File: src/rtl/axi_lite_cmd_arbiter.sv
// Two-requester round-robin arbiter in front of a single AXI-Lite master.
// It latches the winning command, issues it, waits for completion or a timeout, and routes the response back.
module axi_lite_cmd_arbiter #(
  parameter int unsigned TIMEOUT_CYCLES = 1024
) (
  input  logic        aclk,
  input  logic        areset,
  input  logic        req0_valid,
  input  logic        req1_valid,
  input  logic        req0_write,
  input  logic        req1_write,
  input  logic [31:0] req0_addr,
  input  logic [31:0] req1_addr,
  input  logic [31:0] req0_wdata,
  input  logic [31:0] req1_wdata,
  input  logic [3:0]  req0_wstrb,
  input  logic [3:0]  req1_wstrb,
  output logic        req0_ready,
  output logic        req1_ready,
  output logic        rsp0_valid,
  output logic        rsp1_valid,
  output logic [31:0] rsp_rdata,
  output logic        rsp_err,
  output logic        start_read,
  output logic        start_write,
  output logic [31:0] m_addr,
  output logic [31:0] m_wdata,
  output logic [3:0]  m_wstrb,
  input  logic        m_done,
  input  logic [31:0] m_rdata,
  input  logic [1:0]  m_resp,
  output logic        busy,
  output logic        grant_id,
  output logic        timeout_flag
);

  localparam logic [1:0] S_IDLE  = 2'd0;
  localparam logic [1:0] S_ISSUE = 2'd1;
  localparam logic [1:0] S_WAIT  = 2'd2;
  localparam logic [1:0] S_RESP  = 2'd3;

  localparam logic [15:0] CNT_LAST = 16'(TIMEOUT_CYCLES - 1);

  logic [1:0]  r_state;
  logic        r_ptr;
  logic [15:0] r_cnt;
  logic        r_grant_id;
  logic        r_timeout_flag;
  logic        r_write;
  logic [31:0] r_addr;
  logic [31:0] r_wdata;
  logic [3:0]  r_wstrb;
  logic [31:0] r_rdata;
  logic        r_err;

  logic w_any_valid;
  logic w_win_id;
  logic w_idle;

  // A lone requester wins outright; the pointer only breaks ties.
  always_comb begin
    w_any_valid = req0_valid | req1_valid;
    w_win_id    = 1'b0;
    if (req0_valid && req1_valid) begin
      w_win_id = r_ptr;
    end else if (req1_valid) begin
      w_win_id = 1'b1;
    end
  end

  assign w_idle = (r_state == S_IDLE) && !areset;

  assign req0_ready  = w_idle && w_any_valid && !w_win_id;
  assign req1_ready  = w_idle && w_any_valid &&  w_win_id;
  assign start_write = (r_state == S_ISSUE) && !areset &&  r_write;
  assign start_read  = (r_state == S_ISSUE) && !areset && !r_write;
  assign rsp0_valid  = (r_state == S_RESP) && !areset && !r_grant_id;
  assign rsp1_valid  = (r_state == S_RESP) && !areset &&  r_grant_id;

  assign busy         = (r_state != S_IDLE);
  assign grant_id     = r_grant_id;
  assign timeout_flag = r_timeout_flag;
  assign rsp_rdata    = r_rdata;
  assign rsp_err      = r_err;
  assign m_addr       = r_addr;
  assign m_wdata      = r_wdata;
  assign m_wstrb      = r_wstrb;

  always_ff @(posedge aclk) begin
    if (areset) begin
      r_state        <= S_IDLE;
      r_ptr          <= 1'b0;
      r_cnt          <= '0;
      r_grant_id     <= 1'b0;
      r_timeout_flag <= 1'b0;
      r_write        <= 1'b0;
      r_addr         <= '0;
      r_wdata        <= '0;
      r_wstrb        <= '0;
      r_rdata        <= '0;
      r_err          <= 1'b0;
    end else begin
      case (r_state)
        S_IDLE: begin
          if (w_any_valid) begin
            r_grant_id <= w_win_id;
            r_write    <= w_win_id ? req1_write : req0_write;
            r_addr     <= w_win_id ? req1_addr  : req0_addr;
            r_wdata    <= w_win_id ? req1_wdata : req0_wdata;
            r_wstrb    <= w_win_id ? req1_wstrb : req0_wstrb;
            r_state    <= S_ISSUE;
          end
        end
        S_ISSUE: begin
          r_cnt   <= '0;
          r_state <= S_WAIT;
        end
        S_WAIT: begin
          // Completion wins over a timeout expiring in the same cycle.
          if (m_done) begin
            r_rdata <= r_write ? '0 : m_rdata;
            r_err   <= (m_resp != 2'b00);
            r_state <= S_RESP;
          end else if (r_cnt == CNT_LAST) begin
            r_rdata        <= '0;
            r_err          <= 1'b1;
            r_timeout_flag <= 1'b1;
            r_state        <= S_RESP;
          end else begin
            r_cnt <= r_cnt + 16'd1;
          end
        end
        S_RESP: begin
          r_ptr   <= ~r_grant_id;
          r_state <= S_IDLE;
        end
        default: r_state <= S_IDLE;
      endcase
    end
  end

endmodule

File: config.mk
export PLATFORM = sky130hd
export DESIGN_NAME = axi_lite_cmd_arbiter
export DESIGN_NICKNAME = d
export VERILOG_FILES = /design/src/rtl/axi_lite_cmd_arbiter.sv
export SDC_FILE = /design/constraint.sdc
export NUM_CORES = 1
export LEC_CHECK = 0
export CAP_MARGIN = 30
export CELL_PAD_IN_SITES_DETAIL_PLACEMENT = 0
export CELL_PAD_IN_SITES_GLOBAL_PLACEMENT = 1
export CORE_ASPECT_RATIO = 1.25
export CORE_MARGIN = 2
export CORE_UTILIZATION = 30
export DETAILED_ROUTE_END_ITERATION = 10
export PLACE_DENSITY = 0.82
export SLEW_MARGIN = 20
export SYNTH_ARGS = -nofsm -noshare
export SYNTH_HDL_FRONTEND = slang
export SYNTH_SLANG_ARGS = --single-unit
File: constraint.sdc
create_clock -name aclk -period 5.4 [get_ports aclk]
set_input_delay 1.08 -clock aclk [delete_from_list [all_inputs] [get_ports aclk]]
set_output_delay 1.08 -clock aclk [all_outputs]
set_load 0.01 [all_outputs]
[Word-level counts from Yosys, hierarchy flattened]
Cells that the tools add are included.
Storage, ports and cells
  register bits after elaboration: 123
  input bits: 177
  output and inout port bits: 110
  word-level logic and storage cells: 66
Cells by class
  add/subtract/negate cells: 1
  eq/ne operators: 8
  multiplexer cells: 18
  bitwise gates (word level): 3
  reduce and logical (&&, ||, !) cells: 25
Operator list (count)
  32-bit 2-to-1 mux: 5
  16-bit 2-to-1 mux: 2
  16-bit one-hot mux with 2 select lines: 1
  16-bit by 1-bit adder with 16-bit output (second input constant): 1
  16-bit by 10-bit equality test with 1-bit output (second input constant): 1
  1-bit logical AND: 11
  2-bit one-hot mux with 4 select lines: 1
  2-bit nonzero test: 4
  2-bit 2-to-1 mux: 3
  2-bit != test (second input constant): 3
  2-bit AND reduction: 3
  3-bit AND reduction: 2
  1-bit 2-to-1 mux: 5
  2-bit equality test (second input constant): 2
  1-bit logical NOT: 4
  4-bit 2-to-1 mux: 1
  3-bit != test (second input constant): 1
  2-bit by 1-bit equality test with 1-bit output (second input constant): 1
  2-bit logical NOT: 1
  1-bit NOT: 2
  1-bit OR: 1

[Longest topological paths before layout]
Gate-level depths: netlist of the first run.
  depth in word-level cells: 4
  mapped depth: 9
  depth with buffers taken out: 6

[Least setup slack after synthesis of the first run]
No wires, ideal clock.
  kind: input port to output port
  start point: in req0_valid
  end point: out req0_ready
  arrival time: 2274 ps
  required time: 4320 ps
  slack: 2046 ps
  stages: 5
  buffers on the path: 2
  cells stage by stage: inv_1 > o21ai_0 > clkbuf_1 > buf_1 > nor3b_1
Between the ends
  cells in the longest elaborated chain, start to end: 4
  elaborated cells on any way between the ends: 6
  classes of those cells: 1 x mux; 1 x bitwise; 4 x reduce/logical
RTL lines
  from (decl): line 8  | input logic req0_valid,
  1-bit logical AND: line 64  | if (req0_valid && req1_valid) begin
  1-bit 2-to-1 mux: line 64
  1-bit logical NOT: line 73  | assign req0_ready = w_idle && w_any_valid && !w_win_id;
  1-bit logical AND *: line 73
  to (decl): line 18  | output logic req0_ready,
Mark *: on every way between the ends. The rest lies on a longest branch, timed or not.

[Final worst setup path of the first run]
Ends and elaborated chain as after synthesis.

==> results of run 1 <==
[per-stage QoR]
step | hold slack (ps) | setup WS [ps] | cell area, sq um | cells | total power, mW
final | 476 | 1750 | 8870 | 1037 | 3.67
after global routing | 495 | 1660 | 8870 | 1037 | 3.90
after CTS | 483 | 1740 | 8870 | 1037 | 3.72
after detailed placement | 463 | 1760 | 8300 | 1005 | 2.62
after global placement | 453 | 1770 | 8300 | 1005 | 2.59
after floorplan | 455 | 2050 | 5310 | 534 | 1.93
[cell type report]
class                   instances  area, sq um  share of cell area
multi-input cells             359         2620               0.296
well taps                     224          280              0.0316
repair buffers                293         2910               0.329
inverters                       6         22.5             0.00254
clock inverters                11          114              0.0128
clock buffers                  21          450              0.0508
flip-flops and latches        123         2460               0.278
[sequential cells by signal (all words and copies together), names as in the netlist]
register	cells
r_cnt	16
timeout_flag	1
r_ptr	1
m_addr	32
m_wstrb	4
rsp_err	1
r_write	1
rsp_rdata	32
m_wdata	32
grant_id	1
r_state	2
[worst reg2reg max path: cells and delay by family, from the launching register on]
family / cells / cell delay [ps]
AO/OA/AOI/OAI: 2 / 1270
flip-flops: 1 / 380
adder cells (fa/ha/maj): 1 / 270
AND/OR/NAND/NOR: 2 / 550
[synthesized netlist by cell type (all sizes together) (2+ instances only)]
cell      n
a211oi   70
a21oi    15
a22o     32
a311oi    2
and4      5
buf      17
clkbuf   29
dfxtp   123
ha        6
inv       6
mux2      2
mux2i    71
nand2    10
nand2b    6
nand3     5
nand3b    2
nand4     4
nor2     77
nor2b     2
nor3      5
nor3b     5
o211ai    6
o21ai     4
o311ai    5
o41ai     2
or3       6
or4       5
[routing by layer]
layer	vias to the layer above	part of all wire
li1	2535	-
met5	-	0
met2	201	0.50
met4	0	0.024
met1	2342	0.39
met3	30	0.086
[worst paths after layout]
kind / slack, ps / depth (start not counted) / endpoint / start
setup reg to reg: 2840 / 5 / r_cnt[4] / r_cnt[0]
setup / recovery: 1750 / 5 / req0_ready / req0_valid
hold reg to reg: 480 / 1 / rsp_rdata[19] / rsp_rdata[19]
hold / removal: 480 / 1 / rsp_rdata[19] / rsp_rdata[19]
[kinds of logic after synthesis]
group | synth area share
AO/OA/AOI/OAI | 0.210
AND/OR/NAND/NOR | 0.128
flip-flops | 0.464
multiplexers | 0.138
buffers and inverters | 0.0464
adder cells (fa/ha/maj) | 0.0141
[cells in the final DEF, fill, tap and decap left out, types with 2 or more instances in the layout]
cell	n
clkinv_4	4
ha_1	6
inv_1	6
or4_1	5
or3_1	6
nor2b_1	2
clkdlybuf4s50_1	285
clkbuf_1	3
nand4_1	4
inv_6	3
a22o_1	32
nand3_1	5
o311ai_1	4
clkinvlp_4	3
mux2i_1	71
nor3b_1	5
a21oi_2	2
nor3_1	4
clkbuf_16	17
o211ai_1	6
dfxtp_1	123
a21oi_1	13
nor2_1	76
and4_1	5
nand2b_1	6
nand3b_1	2
o21ai_0	2
buf_4	8
nand2_1	10
a211oi_1	70
[power groups by stage]
stage	clock, mW	sequential (mW)	combinational [mW]
after floorplan	0	1.33	0.601
after global placement	0	1.25	1.34
after detailed placement	0	1.25	1.36
after CTS	1.11	1.24	1.37
after global routing	1.15	1.27	1.48
final	1.08	1.24	1.35
==> results_dict.tcl, run 1 <==
set metrics [dict create \
    crit_path_max_fanout 4 \
    ios 287 \
    hold_class "flop to flop" \
    worstMarginPinSlew_ps 929 \
    yosys_warnings 0 \
    final.period_utilization 0.677 \
    grt_max_degree 93 \
    comb_power_share 0.368 \
    grt_use_met3 0.0659 \
    fmax_ghz 0.274 \
    viasPerCell 4.93 \
    die_h_um 153 \
    synth_area_sq_um 5310 \
    synth.top_cell.area_share 0.464 \
    use_met2 0.302 \
    slowest_delay_ps 560 \
    clockBufferDepth 2 \
    cts_resized 0 \
    grt_use_met1 0.186 \
    start_util 0.305 \
    drive_gt1_frac 0.0603 \
    rows 54 \
    totalWireLength_um 16500 \
    ys_ff_latch 123 \
    cts_setup_buffers 0 \
    syn_to_final_growth_pct 67.0 \
    path_clk_slew_ps 60 \
    grt_pass1_wl_um 25600 \
    cp.required_ps 4320 \
    wire_per_inst_um 15.9 \
    crit_path_end_kind "output pin" \
    crit_arrival_ps 2570 \
    num_antenna_cells 0 \
    cp_slowest_cell "clkdlybuf4s50_1" \
    cpLargestDelayFamily "buffers and inverters" \
    synth.avg_cell_area_sq_um 9.94 \
    p_per_area_nw_per_um2 414 \
    layout_min_cycle_time_ps 3650 \
    die_area_sq_um 18800 \
    synth_top_cell_by_area "dfxtp_1" \
    hold_viol_final 0 \
    dp_hpwl_um 12300 \
    rsz0062_at_grt "false" \
    p_int_mw 2.46 \
    grt_most_used_layer "met2" \
    cap_violations 0 \
    slew_headroom 0.379 \
    path_cells "clkdlybuf4s50_1 > inv_1 > o21ai_4 > nor3b_1 > clkdlybuf4s50_1" \
    n_fill_cell 1590 \
    grt_pass1_vias 5136 \
    cts.sinks 123 \
    synth_top_flop_cell "dfxtp_1" \
    gp_congestion 0.771 \
    critPathBufInv 3 \
    status "finished clean" \
    syn_inst 534 \
    synth-edff-count 0 \
    cp-start-kind "input port" \
    die_w_um 123 \
    io_buffers 286 \
    p_sw_mw 1.21 \
    post-route-util 0.509 \
    drv_slew 0 \
    cts-root-buf "clkbuf_16" \
    vias 5108 \
    path_common_cell "clkdlybuf4s50_1" \
    cts_tree "yes" \
    overflow 0 \
    placeableCoreArea_sq_um 17400 \
    p_sw_frac 0.329 \
    synth_area_leaders "dfxtp_1 (46%), mux2i_1 (13%), a211oi_1 (9.9%)" \
    fin_tns_setup_ps 0 \
    synth.distinct_cells 48 \
    fin_worst_skew_ps 7.10 \
    insertion_delay_ps 410 \
    ir_drop_mv 0.230 \
    clockPowerShare 0.294 \
    nets 983 \
    synthArstFlopShare 0 \
    synth.net_count 717 \
    power_frac_seq 0.338 \
    drtIter0Drc 164 \
    groute.usage.overall 0.174 \
    path_class "input port to output pin" \
    antenna_found_initial 0 \
    drcViolationCount 0 \
    finalSetupViolCount 0 \
    postRouteAntennaNets 0 \
    holdBufCountCts 0 \
    cts_max_level 4 \
    ys_seq_area_frac 0.464 \
    leakagePower_nw 3.50 \
    drtPass1Iterations 4 \
    cts_made_buffers 17 \
]
Note: power is estimated with default switching activity, not from simulation.
==> run 2: changes to the inputs <==
Settings changed: CORE_UTILIZATION 30 to 28, PLACE_DENSITY 0.82 to 0.77.
Clock period 5.4 ns to 3.55 ns, I/O delays scaled along.
==> results_dict.tcl, run 2 (synthesis gave the netlist of run 1 again) <==
set metrics [dict create \
    grt_pass1_wl_um 26400 \
    leakagePower_nw 3.53 \
    p_per_area_nw_per_um2 638 \
    cp.depth 5 \
    cts_tree "yes" \
    crit_path_end_kind "output pin" \
    slew_headroom 0.551 \
    wire_per_inst_um 16.5 \
    worst_r2r_path_depth 6 \
    drtPass1Iterations 4 \
    placeableCoreArea_sq_um 18700 \
    holdBufCountCts 0 \
    crit_arrival_ps 2220 \
    critPathBufInv 3 \
    grt_use_met1 0.179 \
    layout_commonest_cell "clkdlybuf4s50_1" \
    worstMarginPinSlew_ps 673 \
    dp_hpwl_um 13000 \
    cap_violations 0 \
    p_sw_frac 0.326 \
    io_buffers 286 \
    drtIter0Drc 252 \
    path_clk_slew_ps 60 \
    rsz0062_at_grt "false" \
    syn_to_final_growth_pct 68.1 \
    grt_max_degree 140 \
    cp-start-kind "input port" \
    reg2reg_from "r_state[0]" \
    overflow 0 \
    cts.sinks 123 \
    grt_pass1_vias 5007 \
    clockPowerShare 0.304 \
    hold_viol_final 0 \
    p_int_mw 3.84 \
    antenna_found_initial 1 \
    finalSetupViolCount 0 \
    cts_setup_buffers 0 \
    place_ws_ps 613 \
    layout_common_cells "clkdlybuf4s50_1 (285), dfxtp_1 (123), nor2_1 (76), mux2i_1 (71), a211oi_1 (70)" \
    totalWireLength_um 17300 \
    cts_made_buffers 17 \
    use_met2 0.302 \
    cpLargestDelayFamily "buffers and inverters" \
    path_cells "clkdlybuf4s50_1 > inv_1 > o21ai_4 > nor3b_1 > clkdlybuf4s50_1" \
    regToRegSetupSlack_ps 1020 \
    gp_congestion 0.845 \
    grt_use_met3 0.0710 \
    p_sw_mw 1.86 \
    drive_gt1_frac 0.0640 \
    path_class "input port to output pin" \
    nets 983 \
    status "finished clean" \
    fin_worst_skew_ps 5.94 \
    rr_endpoint "r_cnt[13]" \
    vias 5088 \
    fmax_ghz 0.341 \
    drcViolationCount 0 \
    cp-endpoint "req0_ready" \
    fin_tns_setup_ps 0 \
    cp.required_ps 2840 \
    ir_drop_mv 0.311 \
    cp_slowest_cell "clkdlybuf4s50_1" \
    die_area_sq_um 20100 \
    final.period_utilization 0.826 \
    die_h_um 158 \
    layout_min_cycle_time_ps 2930 \
    startpoint "req0_valid" \
    ios 287 \
    comb_power_share 0.365 \
    cts_max_level 4 \
    postRouteAntennaNets 0 \
    slowest_delay_ps 580 \
    die_w_um 127 \
    cts-root-buf "clkbuf_16" \
    start_util 0.284 \
    power_frac_seq 0.331 \
    drv_slew 0 \
    clockBufferDepth 2 \
    rows 56 \
    hold_class "flop to flop" \
    groute.usage.overall 0.168 \
    grt_most_used_layer "met2" \
    viasPerCell 4.86 \
    fin_ws_ps 618 \
    insertion_delay_ps 410 \
    crit_path_max_fanout 4 \
    path_common_cell "clkdlybuf4s50_1" \
    cts_resized 0 \
]
## run 2: power by group through the flow
stage / logic (mW) / clock network, mW / registers (mW)
2_1_floorplan: 0.913 / 0 / 2.02
3_3_place_gp: 2.06 / 0 / 1.90
3_5_place_dp: 2.10 / 0 / 1.91
4_1_cts: 2.11 / 1.78 / 1.89
5_1_grt: 2.28 / 1.84 / 1.93
6_report: 2.08 / 1.73 / 1.89
## run 2: final cells by class
type / instances / area [sq um]
Timing Repair Buffer: 293 / 2930
Sequential cell: 123 / 2460
Clock buffer: 19 / 453
Clock inverter: 13 / 141
Antenna cell: 1 / 2.50
Inverter: 6 / 22.5
Fill cell: 1729 / 9780
Multi-Input combinational cell: 359 / 2620
Tap cell: 232 / 290
## run 2: layer usage
layer	vias up	routed length, um
met3	19	1480
li1	2536	-
met2	208	8900
met5	-	0
met4	0	250
met1	2325	6650
## run 2: through the flow
stage	cells	instance area (sq um)	hold slack (ps)	utilization	power, mW
global route	1045	8920	496	0.477	6.04
floorplan	534	5310	455	-	2.94
finish	1046	8920	475	0.477	5.70
global placement	1012	8320	462	0.445	3.96
CTS	1044	8910	481	0.476	5.78
detailed placement	1012	8320	465	0.445	4.01
## run 2: how the worst min path moves through the flow
stage / to / depth (start not counted) / startpoint
2_1_floorplan: r_ptr / 2 / r_ptr
3_3_place_gp: rsp_rdata[24] / 1 / rsp_rdata[24]
3_5_place_dp: rsp_rdata[20] / 1 / rsp_rdata[20]
4_1_cts: rsp_rdata[1] / 1 / rsp_rdata[1]
5_1_grt: rsp_rdata[4] / 1 / rsp_rdata[4]
6_report: rsp_rdata[13] / 1 / rsp_rdata[13]
==> run 3: changes to the inputs <==
Clock period 3.55 ns to 2.9 ns, I/O delays scaled along.
==> results_dict.tcl, run 3 (synthesis gave the netlist of run 1 again) <==
set metrics [dict create \
    n_fill_cell 1760 \
    wire_per_inst_um 16.5 \
    drtPass1Iterations 4 \
    whs_path_depth 1 \
    io_buffers 286 \
    grt_pass1_vias 5067 \
    hold_class "flop to flop" \
    nets 993 \
    crit_arrival_ps 2110 \
    grt_max_degree 66 \
    antenna_found_initial 1 \
    cts_tree "yes" \
    cp-start-kind "input port" \
    slew_headroom 0.325 \
    status "finished clean" \
    layout_min_cycle_time_ps 2690 \
    fin_tns_setup_ps 0 \
    path_clk_slew_ps 60 \
    critPathBufInv 3 \
    cp_slowest_cell "clkdlybuf4s50_1" \
    die_h_um 158 \
    cpLargestDelayFamily "buffers and inverters" \
    holdBufCountCts 0 \
    totalWireLength_um 17400 \
    cts_setup_buffers 0 \
    fin_worst_skew_ps 12.4 \
    rsz0062_at_grt "false" \
    syn_to_final_growth_pct 69.6 \
    leakagePower_nw 3.58 \
    cts_max_level 4 \
    layout_common_cells "clkdlybuf4s50_1 (285), dfxtp_1 (123), nor2_1 (76), mux2i_1 (71), a211oi_1 (70)" \
    p_per_area_nw_per_um2 781 \
    cap_violations 0 \
    drv_slew 0 \
    hold_viol_final 0 \
    vias 5183 \
    fmax_ghz 0.372 \
    placeableCoreArea_sq_um 18700 \
    clockBufferDepth 2 \
    cts-root-buf "clkbuf_16" \
    postRouteAntennaNets 0 \
    worstMarginPinSlew_ps 1010 \
    path_class "input port to output pin" \
    crit_path_max_fanout 4 \
    hp-start "rsp_rdata[18]" \
    gp_congestion 0.794 \
    crit_path_end_kind "output pin" \
    grt_pass1_wl_um 26200 \
    cts_resized 0 \
    path_common_cell "clkdlybuf4s50_1" \
    die_area_sq_um 20100 \
    finalSetupViolCount 0 \
    drcViolationCount 0 \
    startpoint "req0_valid" \
    rows 56 \
    insertion_delay_ps 420 \
    die_w_um 127 \
    cts.sinks 123 \
    layout_commonest_cell "clkdlybuf4s50_1" \
    ir_drop_mv 0.394 \
    overflow 0 \
    drtIter0Drc 203 \
    path_cells "clkdlybuf4s50_1 > inv_1 > o21ai_4 > nor3b_1 > clkdlybuf4s50_1" \
    dp_hpwl_um 13500 \
    rr_endpoint "r_cnt[10]" \
    worst_r2r_path_depth 5 \
    ios 287 \
    cp.required_ps 2320 \
    final.period_utilization 0.928 \
    groute.usage.overall 0.168 \
    num_antenna_cells 0 \
    dp_cells 1023 \
    drive_gt1_frac 0.0729 \
    cts_made_buffers 17 \
    fin_cells 1055 \
    slowest_delay_ps 570 \
    hold_path_end "rsp_rdata[18]" \
    regToRegSetupSlack_ps 290 \
    start_util 0.284 \
    viasPerCell 4.91 \
    reg2reg_from "r_cnt[0]" \
]
run 3: final cells by class:
cell class,instances,area (sq um),area share
clock buffer,19,433,0.0481
clock inverter,13,146,0.0163
timing repair buffer,303,3030,0.336
sequential,123,2460,0.273
inverter,6,22.5,0.00250
multi-input combinational,359,2620,0.291
tap,232,290,0.0322
run 3: per-layer routing:
layer / global-route usage / vias up / share of wire / wire [um]
li1: - / 2559 / - / -
met1: 0.172 / 2400 / 0.38 / 6530
met2: 0.305 / 202 / 0.52 / 9010
met3: 0.0706 / 22 / 0.088 / 1530
met4: 0.0659 / 0 / 0.019 / 332
met5: 0 / - / 0 / 0
run 3: worst max path at each step:
stage          slack (ps)          to  cells past startpoint
3_3_place_gp          230  req0_ready                      5
6_report              210  req0_ready                      5
4_1_cts               200  req0_ready                      5
5_1_grt               100   r_cnt[10]                      5
2_1_floorplan         550  req0_ready                      5
3_5_place_dp          200  req0_ready                      5
run 3: report_power, final:
group / switching (mW) / internal [mW]
combinational: 1.27 / 1.39
sequential: 0.222 / 2.08
clock: 0.802 / 1.27
total: 2.29 / 4.74
run 3: through the flow:
step / worst slack, ps / power (mW) / instance area [sq um] / hold slack (ps) / util
2_1_floorplan: 546 / 3.59 / 5310 / 455 / -
3_3_place_gp: 226 / 4.96 / 8420 / 457 / 0.450
3_5_place_dp: 196 / 5.03 / 8420 / 463 / 0.450
4_1_cts: 200 / 7.14 / 9000 / 481 / 0.481
5_1_grt: 99.3 / 7.47 / 9000 / 491 / 0.481
6_report: 209 / 7.04 / 9000 / 475 / 0.481
